`src/rtl/key_pkg.sv`:
```
// Shared keycode constants and the key filter state encoding used by the
// key event filter and its downstream menu/game consumers.
package key_pkg;

  localparam logic [7:0] KEY_NONE  = 8'h00;
  localparam logic [7:0] KEY_DOWN  = 8'h51;
  localparam logic [7:0] KEY_UP    = 8'h52;
  localparam logic [7:0] KEY_ENTER = 8'h58;

  typedef enum logic [1:0] {
    IDLE,
    DEBOUNCE,
    HELD,
    REPEAT
  } kf_state_t;

endpackage

```
`src/rtl/frame_tick_gen.sv`:
```
// Converts the frame strobe into a single-Clk-cycle tick per rising edge.
// The delay flop resets high so a strobe already high at reset release is ignored.
module frame_tick_gen (
  input  logic Clk,
  input  logic Reset_n,
  input  logic frame_clk,
  output logic tick
);

  logic frame_clk_d;

  always_ff @(posedge Clk or negedge Reset_n) begin
    if (!Reset_n) begin
      frame_clk_d <= 1'b1;
      tick        <= 1'b0;
    end else begin
      frame_clk_d <= frame_clk;
      tick        <= frame_clk & ~frame_clk_d;
    end
  end

endmodule

```
`src/rtl/key_event_filter.sv`:
```
// Debounces the raw keycode on frame ticks and emits press / auto-repeat
// events on a valid/ready handshake; fsm_state exposes the filter state.
module key_event_filter
  import key_pkg::*;
#(
  parameter int STABLE_FRAMES = 2,
  parameter int REPEAT_DELAY  = 30,
  parameter int REPEAT_RATE   = 6
) (
  input  logic       Clk,
  input  logic       Reset_n,
  input  logic       frame_clk,
  input  logic [7:0] keycode,
  output logic       event_valid,
  input  logic       event_ready,
  output logic [7:0] event_keycode,
  output logic       event_repeat,
  output logic       overrun,
  output logic [7:0] held_keycode,
  output kf_state_t  fsm_state
);

  localparam logic [3:0] STAB_TGT  = 4'(STABLE_FRAMES);
  localparam logic [7:0] DELAY_TGT = 8'(REPEAT_DELAY);
  localparam logic [7:0] RATE_TGT  = 8'(REPEAT_RATE);

  logic       tick;
  kf_state_t  state, state_n;
  logic [7:0] cand, cand_n;
  logic [3:0] stab_cnt, stab_n;
  logic [7:0] rpt_cnt, rpt_n;
  logic [7:0] held, held_n;
  logic       emit, emit_rep;

  frame_tick_gen u_tick (
    .Clk       (Clk),
    .Reset_n   (Reset_n),
    .frame_clk (frame_clk),
    .tick      (tick)
  );

  always_ff @(posedge Clk or negedge Reset_n) begin
    if (!Reset_n) begin
      state    <= IDLE;
      cand     <= KEY_NONE;
      stab_cnt <= '0;
      rpt_cnt  <= '0;
      held     <= KEY_NONE;
    end else begin
      state    <= state_n;
      cand     <= cand_n;
      stab_cnt <= stab_n;
      rpt_cnt  <= rpt_n;
      held     <= held_n;
    end
  end

  // Release clears the candidate so re-pressing the same key is debounced again.
  always_comb begin
    state_n  = state;
    cand_n   = cand;
    stab_n   = stab_cnt;
    rpt_n    = rpt_cnt;
    held_n   = held;
    emit     = 1'b0;
    emit_rep = 1'b0;
    if (tick) begin
      if (keycode == KEY_NONE) begin
        state_n = IDLE;
        cand_n  = KEY_NONE;
        stab_n  = '0;
        rpt_n   = '0;
        held_n  = KEY_NONE;
      end else if (keycode != cand) begin
        cand_n  = keycode;
        stab_n  = 4'd1;
        rpt_n   = '0;
        held_n  = KEY_NONE;
        state_n = DEBOUNCE;
        if (STABLE_FRAMES == 1) begin
          emit    = 1'b1;
          held_n  = keycode;
          state_n = HELD;
        end
      end else begin
        case (state)
          DEBOUNCE: begin
            stab_n = stab_cnt + 4'd1;
            if (stab_n == STAB_TGT) begin
              emit    = 1'b1;
              held_n  = cand;
              rpt_n   = '0;
              state_n = HELD;
            end
          end
          HELD: begin
            if (REPEAT_DELAY != 0) begin
              rpt_n = rpt_cnt + 8'd1;
              if (rpt_n == DELAY_TGT) begin
                emit     = 1'b1;
                emit_rep = 1'b1;
                rpt_n    = '0;
                state_n  = REPEAT;
              end
            end
          end
          REPEAT: begin
            rpt_n = rpt_cnt + 8'd1;
            if (rpt_n == RATE_TGT) begin
              emit     = 1'b1;
              emit_rep = 1'b1;
              rpt_n    = '0;
            end
          end
          default: state_n = IDLE;
        endcase
      end
    end
  end

  // Handshake: event_valid holds with a stable payload until a cycle with
  // event_valid & event_ready; a new emit always wins and loads the payload,
  // pulsing overrun only if the pending event was not taken that same cycle.
  always_ff @(posedge Clk or negedge Reset_n) begin
    if (!Reset_n) begin
      event_valid   <= 1'b0;
      event_keycode <= KEY_NONE;
      event_repeat  <= 1'b0;
      overrun       <= 1'b0;
    end else begin
      overrun <= 1'b0;
      if (emit) begin
        overrun       <= event_valid & ~event_ready;
        event_valid   <= 1'b1;
        event_keycode <= cand_n;
        event_repeat  <= emit_rep;
      end else if (event_valid && event_ready) begin
        event_valid <= 1'b0;
      end
    end
  end

  assign held_keycode = held;
  assign fsm_state    = state;

endmodule

```
`config.mk`:
```
export PLATFORM = sky130hd
export DESIGN_NAME = key_event_filter
export DESIGN_NICKNAME = d
export VERILOG_FILES = /design/src/rtl/key_pkg.sv /design/src/rtl/frame_tick_gen.sv /design/src/rtl/key_event_filter.sv
export SDC_FILE = /design/constraint.sdc
export NUM_CORES = 1
export LEC_CHECK = 0
export BUFFER_PORTS_ARGS = -buffer_cell sky130_fd_sc_hd__buf_2
export CORE_MARGIN = 1
export CORE_UTILIZATION = 42
export DETAILED_ROUTE_END_ITERATION = 12
export PLACE_DENSITY = 0.72
export SLEW_MARGIN = 30
export SYNTH_ARGS = -nofsm -noshare
export SYNTH_HDL_FRONTEND = slang
export SYNTH_HIERARCHICAL = 1
export SYNTH_SLANG_ARGS = --single-unit
```
`constraint.sdc`:
```
create_clock -name Clk -period 2.8 [get_ports Clk]
set_clock_uncertainty 0.2 [all_clocks]
set_input_delay 0.42 -clock Clk [delete_from_list [all_inputs] [get_ports Clk]]
set_output_delay 0.42 -clock Clk [all_outputs]
set_load 0.01 [all_outputs]
```
-- Yosys cells after proc, flatten, opt, wreduce, memory -nomap -nowiden
Index checks and enable logic that the tools add are counted.
- eq/ne operators: 10
- bitwise gates (word level): 4
- add/subtract/negate cells: 2
- multiplexer cells: 35
- reduce and logical (&&, ||, !) cells: 10
- operators with widths (operator ; number):
    $mux W8 ; 12
    $pmux W8 S3 ; 1
    $mux W1 ; 12
    $mux W4 ; 3
    $add A8 B1 Y8 const B ; 1
    $eq A8 B3 Y1 const B ; 1
    $eq A8 B5 Y1 const B ; 1
    $logic_not A8 Y1 ; 1
    $mux W2 ; 4
    $ne A4 B4 Y1 const B ; 2
    $ne A8 B8 Y1 ; 1
    $pmux W2 S3 ; 1
    $reduce_and A3 Y1 ; 2
    $reduce_bool A3 Y1 ; 2
    $reduce_bool A5 Y1 ; 1
    $add A4 B1 Y4 const B ; 1
    $eq A2 B2 Y1 const B ; 2
    $eq A4 B2 Y1 const B ; 1
    $reduce_and A4 Y1 ; 1
    $ne A3 B3 Y1 const B ; 1
    $pmux W1 S3 ; 1
    $and A1 B1 Y1 ; 2
    $eq A2 B1 Y1 const B ; 1
    $not A1 Y1 ; 2
    4 further kinds ; 4
- output and inout bits: 21
- bits in registers: 43
- logic and storage cells: 72
- bits of input ports: 12

-- Depth between registers and ports, before layout
Gate-level depths: netlist of the first run.
- depth after elaboration: 8
- depth in mapped cells: 9
- mapped depth without buffers: 8

-- Cells and area by module
Netlist of the first run, hierarchy kept.
- by module, submodules not included (module ; times used ; cells each ; sequential area each (um2) ; area an instance (um2)):
    key_event_filter ; 1 ; 230 ; 1026.0 ; 2354.8
    frame_tick_gen ; 1 ; 3 ; 51.3 ; 65.1

-- Least setup slack after synthesis of the first run
OpenSTA, ideal clock, no wires.
- path kind: register -> register
- start point: register rpt_cnt[0]
- end point: register event_keycode[5]
- stages on the path, launching flop included: 8
- clock period less this slack: 2.359 ns
- data required time: 2.475 ns
- buffers on the path: 0
- path slack: 0.441 ns
- arrival: 2.034 ns
- setup time: 0.125 ns
- cells stage by stage: dfrtp_1 ha_1 and2_1 a32o_1 o21ai_1 a21oi_2 o21ai_4 mux2_4
- word-level cells in the longest chain between the ends: 7
- elaborated cells between the ends (all ways): 9
- classes of those cells: add/sub (1); eq/ne (2); mux (6)
- RTL lines (what ; RTL line ; source):
    start, declared ; key_event_filter.sv:31 ; logic [7:0] rpt_cnt, rpt_n;
    start signal, assigned ; key_event_filter.sv:53 ; rpt_cnt <= rpt_n;
    $add A8 B1 Y8 * ; key_event_filter.sv:98, key_event_filter.sv:108 ;
    $eq A8 B3 Y1 or $eq A8 B5 Y1 (tied branches) ; key_event_filter.sv:109, key_event_filter.sv:99 ;
    $mux W1 (on tied branches) ; key_event_filter.sv:109, key_event_filter.sv:99 ;
    $pmux W1 S3 * ; key_event_filter.sv:86 ; case (state)
    $mux W1 * ; key_event_filter.sv:74 ; end else if (keycode != cand) begin
    $mux W1 * ; key_event_filter.sv:68 ; if (keycode == KEY_NONE) begin
    $mux W1 * ; key_event_filter.sv:67 ; if (tick) begin
    end signal, assigned ; key_event_filter.sv:135 ; event_keycode <= cand_n;
    end, declared ; key_event_filter.sv:16 ; output logic [7:0] event_keycode,
Mark *: on every way between the ends. The rest lies on a longest branch, timed or not.
A chain may end at the register's enable or synchronous reset.

-- Worst setup path after layout of the first run
- start point: register rpt_cnt[0]
- end point: register rpt_cnt[4]
- word-level cells in the longest chain between the ends: 6
- elaborated cells between the ends (all ways): 8
- classes of those cells: add/sub (1); eq/ne (2); mux (5)
- RTL lines (what ; RTL line):
    $add A8 B1 Y8 * ; key_event_filter.sv:98, key_event_filter.sv:108
    $eq A8 B3 Y1 or $eq A8 B5 Y1 (tied branches) ; key_event_filter.sv:109, key_event_filter.sv:99
    $mux W8 (on tied branches) ; key_event_filter.sv:109, key_event_filter.sv:99
    $pmux W8 S3 * ; key_event_filter.sv:86
    $mux W8 * ; key_event_filter.sv:74
    $mux W8 * ; key_event_filter.sv:68
Marked as above.

==> results.ini, run 1 <==
[final_layout]
antennaDiodeCount=0
area_growth_pct=15.41
nets=291
layout-drive-gt1-share_pct=26.94

[status]
status=finished clean

[clock_tree]
cts-htree-levels=2
clock_path_buffers=2
clock-sinks=43
cts_root_buffer=clkbuf_8
post_cts_buffers=0
clk_pin_slew_worst_paths_ns=0.08
clk_latency_ns=0.30
cts_tree=built
cts_buffers=5

[routing]
wl_per_cell_um=14.30
drc=0
dr.pass1.iters=4
routed_wl_mm=4.904
drt_iter0_drc=161
ant_nets=0
num_vias=1834
vias_per_cell=5.347

[timing]
rsz0062_at_grt=false
post-route-period-util_pct=92.55
fin_tns_setup_ns=0
maxSlewViolCount=0
hold_viol=0
tightestPinTransition_ns=0.5285
fmax_ghz=0.3859
max_slew_margin_pct=64.77
setup_viol=0
period_minus_slack_ns=2.591
hold_slack_ns=0.02199

[worst_setup_path]
start_kind=register
crit_type=register to register
max_stage_delay_ns=0.47
r2r.worst_path.cells=7
end_kind=register
reg2reg_slack_ns=0.21
endpoint=rpt_cnt[4]
reg2reg_from=rpt_cnt[0]
crit_start=rpt_cnt[0]
cpMaxStageDelayCell=dfrtp_1
r2r_end=rpt_cnt[4]
crit_path_max_fanout=8
cp_data_required_time_ns=2.81
cp.arrival_ns=2.60
crit_chain=ha_1, and2_1, a32o_1, o31a_1, a21oi_1, nand2b_1, o31ai_1

[yosys]
ys_warn_count=6
syn-num-nets=253
avgSynthCellArea_um2=10.39
synth-edff-count=0
yosysSeqAreaShare_pct=44.52
syn_area_um2=2420
synth-seq-cells=43
ys_types=58
yosys.area.top_type=dfrtp_1
async_flop_share_pct=100.0
yosys.cell_count.top_type=dfrtp_1
yosysTopAreaCellShare_pct=43.43
ys.flop_type=dfrtp_1
synth_area_leaders=dfrtp_1 (43%), mux2_4 (5.0%), ha_1 (4.1%)
synthTopCellsByCount=dfrtp_1 (42), nand2_1 (26), inv_1 (14), o21ai_1 (14), nand3_1 (11)
syn_inst=233

[place]
place_congestion=0.9245
portBuffers=32
hpwl_mm=3.533

[floorplanning]
die_h_um=77.91
coreArea_um2=5540
row_count=27
ioPinCount=33
dieArea_um2=6069
die_w_um=77.91
start_util_pct=43.68

[power_and_ir_drop]
power_leakage_nw=1.283
vdd_ir_drop_max_v=0.0002141
powerDensity_nw_per_um2=466.8

[global_route]
grt.total_usage_pct=17.79
overflow=0
grt_max_degree=44
antenna_found_initial=0
grt_pass1_vias=1790
grt_first_pass_wirelength_mm=8.528

[worst_hold_path]
hold_path.class=primary input to register

[flow_run]
maxCapViolCount=0

[flip-flops by register name, summed over array words and instances, names as in the netlist, 2 cells and up]
name / flops
cand: 8
fsm_state: 2
rpt_cnt: 8
stab_cnt: 4
event_keycode: 8
held_keycode: 8
[layout make-up]
type,count,area [µm²]
inverter,15,56.30
timing repair buffer,38,210.2
clock buffer,5,68.82
fill,530,2748
multi-input combinational,168,1252
tap,72,90.09
clock inverter,2,37.54
sequential,43,1077
[critical path: cells and delay by family (launching register included)]
kind / cells / cell delay, ns
AOI/OAI and AO/OA: 4 / 1.15
DFF: 1 / 0.47
and+or+nand+nor: 2 / 0.39
adders and majority gates: 1 / 0.29
[worst min path at each step]
stage | from | end | slack [ns] | cells past startpoint
final | frame_clk | u_tick/frame_clk_d | 0.02 | 1
after global placement | held_keycode[1] | held_keycode[1] | 0.27 | 2
after floorplan | Reset_n | cand[0] | -0.08 | 0
after detailed placement | held_keycode[1] | held_keycode[1] | 0.27 | 2
after CTS | frame_clk | u_tick/frame_clk_d | 0.02 | 1
after global routing | frame_clk | u_tick/frame_clk_d | 0.02 | 1
[kinds of logic (layout without fill, tap and decap cells)]
group | Yosys count | count (layout) | share of synthesized area, %
multiplexers | 14 | 14 | 7.756
XOR/XNOR | 10 | 10 | 3.620
flip-flops | 43 | 43 | 44.52
adder cells (fa/ha/maj) | 8 | 8 | 4.137
buffers and inverters | 22 | 60 | 3.723
AO/OA/AOI/OAI | 56 | 56 | 16.75
AND/OR/NAND/NOR | 80 | 80 | 19.49
[power breakdown]
| part | leakage [nW] | switching, mW | internal, mW | total (mW) |
|---|---|---|---|---|
| combinational | 0.661 | 0.0941 | 0.0633 | 0.157 |
| clock | 0.0502 | 0.217 | 0.261 | 0.478 |
| sequential | 0.572 | 0.0242 | 0.644 | 0.669 |
| total | 1.28 | 0.335 | 0.968 | 1.30 |
[cell usage in the layout, fill, tap and decap left out, types with 7 or more instances in the layout]
| master | synthesis | layout |
|---|---|---|
| buf_2 | 3 | 31 |
| dfrtp_1 | 42 | 42 |
| ha_1 | 8 | 8 |
| inv_1 | 14 | 14 |
| mux2_4 | 8 | 8 |
| nand2_1 | 26 | 26 |
| nand3_1 | 11 | 11 |
| o21ai_0 | 7 | 7 |
| o21ai_1 | 14 | 14 |
| xor2_1 | 9 | 9 |
[per-layer routing]
metal  wire length (µm)  vias up  GRT usage, %  part of all wire [%]
met2               2315       45         28.05                    47
met1               2342      865         24.44                    48
met3                191        4         2.471                   3.9
met5                  0        -             0                     0
li1                   -      920             -                     -
met4                 55        0         7.593                   1.1
[timing repair]
| action | 4_1_cts | 5_1_grt |
|---|---|---|
| hold buffers | 0 | 1 |
| endpoints found under the hold margin | 0 | 42 |
| resized for setup | 0 | 0 |
[through the flow]
stage               setup WS, ns  instances  util [%]  cell area, µm²  total power, mW
finish                    0.2086        343     50.41            2793            1.304
global route             0.06299        343     50.41            2793            1.355
CTS                       0.2193        342     50.18            2780            1.318
detailed placement        0.2303        335     48.26            2674           0.8384
global placement          0.2847        335     48.26            2674           0.8366
floorplan                 0.4406        233         -            2420           0.7805
No activity file was read; power rests on OpenSTA's default activity.
==> inputs of run 2 (changes only) <==
- ABC_AREA: not set -> 1
==> run 2 against run 1 <==
- via count up 11%
- power up 0.45%
- sequential cell count unchanged
- sequential power about the same
- global-route usage down 0.30 points
- first-iteration DRC count down 54%
- setup slack better by 0.39 ns
- count of clock-buffer cells in the layout unchanged
- combinational power down 7%
- highest routed layer unchanged
==> results.ini, run 2 <==
[status]
status=finished clean

[routing]
vias_per_cell=4.740  ; -11%
drt_iter0_drc=74  ; -54%
num_vias=2043  ; +11%
drc=0  ; unchanged
wl_per_cell_um=11.06  ; -23%
routed_wl_mm=4.765  ; -2.8%
dr.pass1.iters=4  ; unchanged
ant_nets=0  ; unchanged

[clock_tree]
cts_tree=built
clk_pin_slew_worst_paths_ns=0.09  ; about the same
holdBufCountCts=1  ; +1
clock_path_buffers=2  ; unchanged
clock-sinks=43  ; unchanged
clk_latency_ns=0.30  ; about the same
cts-htree-levels=2  ; unchanged
cts_root_buffer=clkbuf_8
cts_resized=0  ; unchanged
cts_buffers=5  ; unchanged
post_cts_buffers=0  ; unchanged

[worst_setup_path]
crit_top_cell=nand3_1
cp.arrival_ns=2.23  ; -0.37 ns
end_kind=register
r2r.worst_path.cells=11  ; +4
crit_chain=ha_1, nand2_1, nand3_1, nor2_1, nor2_1, nand3_1, nand2_1, nor2_2, buf_4, nand3_1, o21ai_2
start_kind=register
crit_path_max_fanout=9  ; +1
max_stage_delay_ns=0.44  ; -0.03 ns
crit_type=register to register
cp_data_required_time_ns=2.83  ; +0.02 ns
cpMaxStageDelayCell=dfrtp_1

[yosys]
syn_inst=320  ; +37%
syn-num-nets=340  ; +34%
avgSynthCellArea_um2=7.734  ; -26%
yosysTopAreaCellShare_pct=42.47  ; -0.97 points
yosys.cell_count.top_type=nand2_1
yosysSeqAreaShare_pct=43.53  ; -0.99 points
syn_area_um2=2475  ; +2.3%
synth-edff-count=0  ; unchanged
yosys.area.top_type=dfrtp_1
synth-seq-cells=43  ; unchanged
ys_warn_count=6  ; unchanged
async_flop_share_pct=100.0  ; unchanged
ys_types=30  ; -48%
synthTopCellsByCount=nand2_1 (111), inv_1 (44), dfrtp_1 (42)
synth_area_leaders=dfrtp_1 (42%), nand2_1 (17%), inv_1 (6.7%)
ys.flop_type=dfrtp_1

[final_layout]
final_cells=431  ; +26%
antennaDiodeCount=0  ; unchanged
area_growth_pct=15.37  ; about the same
nets=378  ; +30%
n_fill_cell=556  ; +4.9%
layout-drive-gt1-share_pct=21.45  ; -5.5 points
final_cell_mix=nand2_1 (111), inv_1 (44), dfrtp_1 (42)
layout_commonest_cell=nand2_1
final_util_pct=50.91  ; +0.51 points

[timing]
timing.final.ws_setup_ns=0.5981  ; +0.3895 ns
post-route-period-util_pct=78.64  ; -14 points
max_slew_margin_pct=65.96  ; +1.2 points
fin_tns_setup_ns=0  ; unchanged
fmax_ghz=0.4542  ; +18%
rsz0062_at_grt=false
hold_viol=0  ; unchanged
tightestPinTransition_ns=0.5107  ; -0.01781 ns
maxSlewViolCount=0  ; unchanged
period_minus_slack_ns=2.202  ; -0.3895 ns
setup_viol=0  ; unchanged

[worst_hold_path]
hold-path-cell-count=1  ; unchanged
hold_path.class=primary input to register

[floorplanning]
die_w_um=78.76  ; +1.1%
start_util_pct=44.13  ; +0.46 points
dieArea_um2=6203  ; +2.2%
ioPinCount=33  ; unchanged
coreArea_um2=5608  ; +1.2%
row_count=27  ; unchanged
die_h_um=78.76  ; +1.1%

[power_and_ir_drop]
pwr-share-comb_pct=11.2  ; -0.9 points
powerDensity_nw_per_um2=458.7  ; -1.7%
p_sw_share_pct=26.35  ; +0.63 points
power_leakage_nw=1.520  ; +18%
vdd_ir_drop_max_v=0.0002933  ; +37%
p_seq_share_pct=50.9  ; -0.4 points
switchingPower_uw=345.1  ; +2.9%
total_power_mw=1.310  ; +0.45%
clkPwrFrac_pct=37.9  ; +1.3 points
p_int_uw=964.6  ; -0.40%

[global_route]
grt.total_usage_pct=17.50  ; -0.30 points
grt_pass1_vias=1876  ; +4.8%
overflow=0  ; unchanged
grt_max_degree=25  ; -43%
grt_first_pass_wirelength_mm=8.500  ; -0.33%
antenna_found_initial=0  ; unchanged

[place]
place_congestion=0.8728  ; -5.6%
hpwl_mm=3.722  ; +5.4%
place_ws_ns=0.6241  ; +0.3938 ns
portBuffers=32  ; unchanged
dp.cells=422  ; +26%

[flow_run]
maxCapViolCount=0  ; unchanged

-- run 2: through the flow --
stage                     instance area [µm²]  hold slack [ns]
after floorplan                          2475         -0.07559
after global placement                   2701           0.2533
after detailed placement                 2729           0.2266
after CTS                                2855         0.006341
after global routing                     2855         0.006595
final                                    2855          0.01631
-- run 2: final timing paths --
kind	startpoint	to	slack, ns
worst max-delay path	stab_cnt[0]	rpt_cnt[7]	0.60
worst min-delay path	frame_clk	u_tick/frame_clk_d	0.02
worst max register to register	stab_cnt[0]	rpt_cnt[7]	0.60
worst min register to register	held_keycode[6]	held_keycode[6]	0.28
max in group asynchronous	Reset_n	u_tick/frame_clk_d	1.42
min in group asynchronous	Reset_n	cand[3]	0.42
-- run 2: worst max-delay path, delay by kind of cell, from the launching register on --
kind                     cells  cell delay, ns
AND/OR/NAND/NOR              8            0.96
flip-flops                   1            0.44
buffers and inverters        1            0.23
adder cells (fa/ha/maj)      1            0.23
AO/OA/AOI/OAI                1            0.06
-- run 2: layout make-up --
class | instances | area, µm² | area share [%]
tap | 72 | 90.09 | 3.155
timing repair buffer | 36 | 212.7 | 7.450
clock buffer | 5 | 68.82 | 2.410
clock inverter | 3 | 47.55 | 1.665
inverter | 47 | 176.4 | 6.179
multi-input combinational | 225 | 1182 | 41.41
sequential | 43 | 1077 | 37.73
-- run 2: cell families (layout without fill, tap and decap cells) --
group	count (synthesis)	in the layout	share of synthesized area [%]
flops	43	43	43.53
xor+xnor	3	3	1.365
fa+ha+maj	8	8	4.045
compound gates	30	30	7.330
simple gates	184	184	35.04
buf+inv	52	91	8.695
-- run 2: per-layer routing --
| layer | up-vias | global-route usage [%] | part of all wire [%] |
|---|---|---|---|
| met5 | - | 0 | 0 |
| met1 | 927 | 24.70 | 52 |
| met4 | 0 | 6.111 | 1.4 |
| li1 | 1078 | - | - |
| met2 | 31 | 26.61 | 44 |
| met3 | 7 | 3.563 | 3.3 |
-- run 2: power by group through the flow --
stage	clock network [mW]	registers [mW]	logic [mW]
global route	0.530	0.671	0.170
global placement	0	0.679	0.139
floorplan	0	0.675	0.0936
CTS	0.511	0.667	0.148
detailed placement	0	0.679	0.146
finish	0.497	0.667	0.146
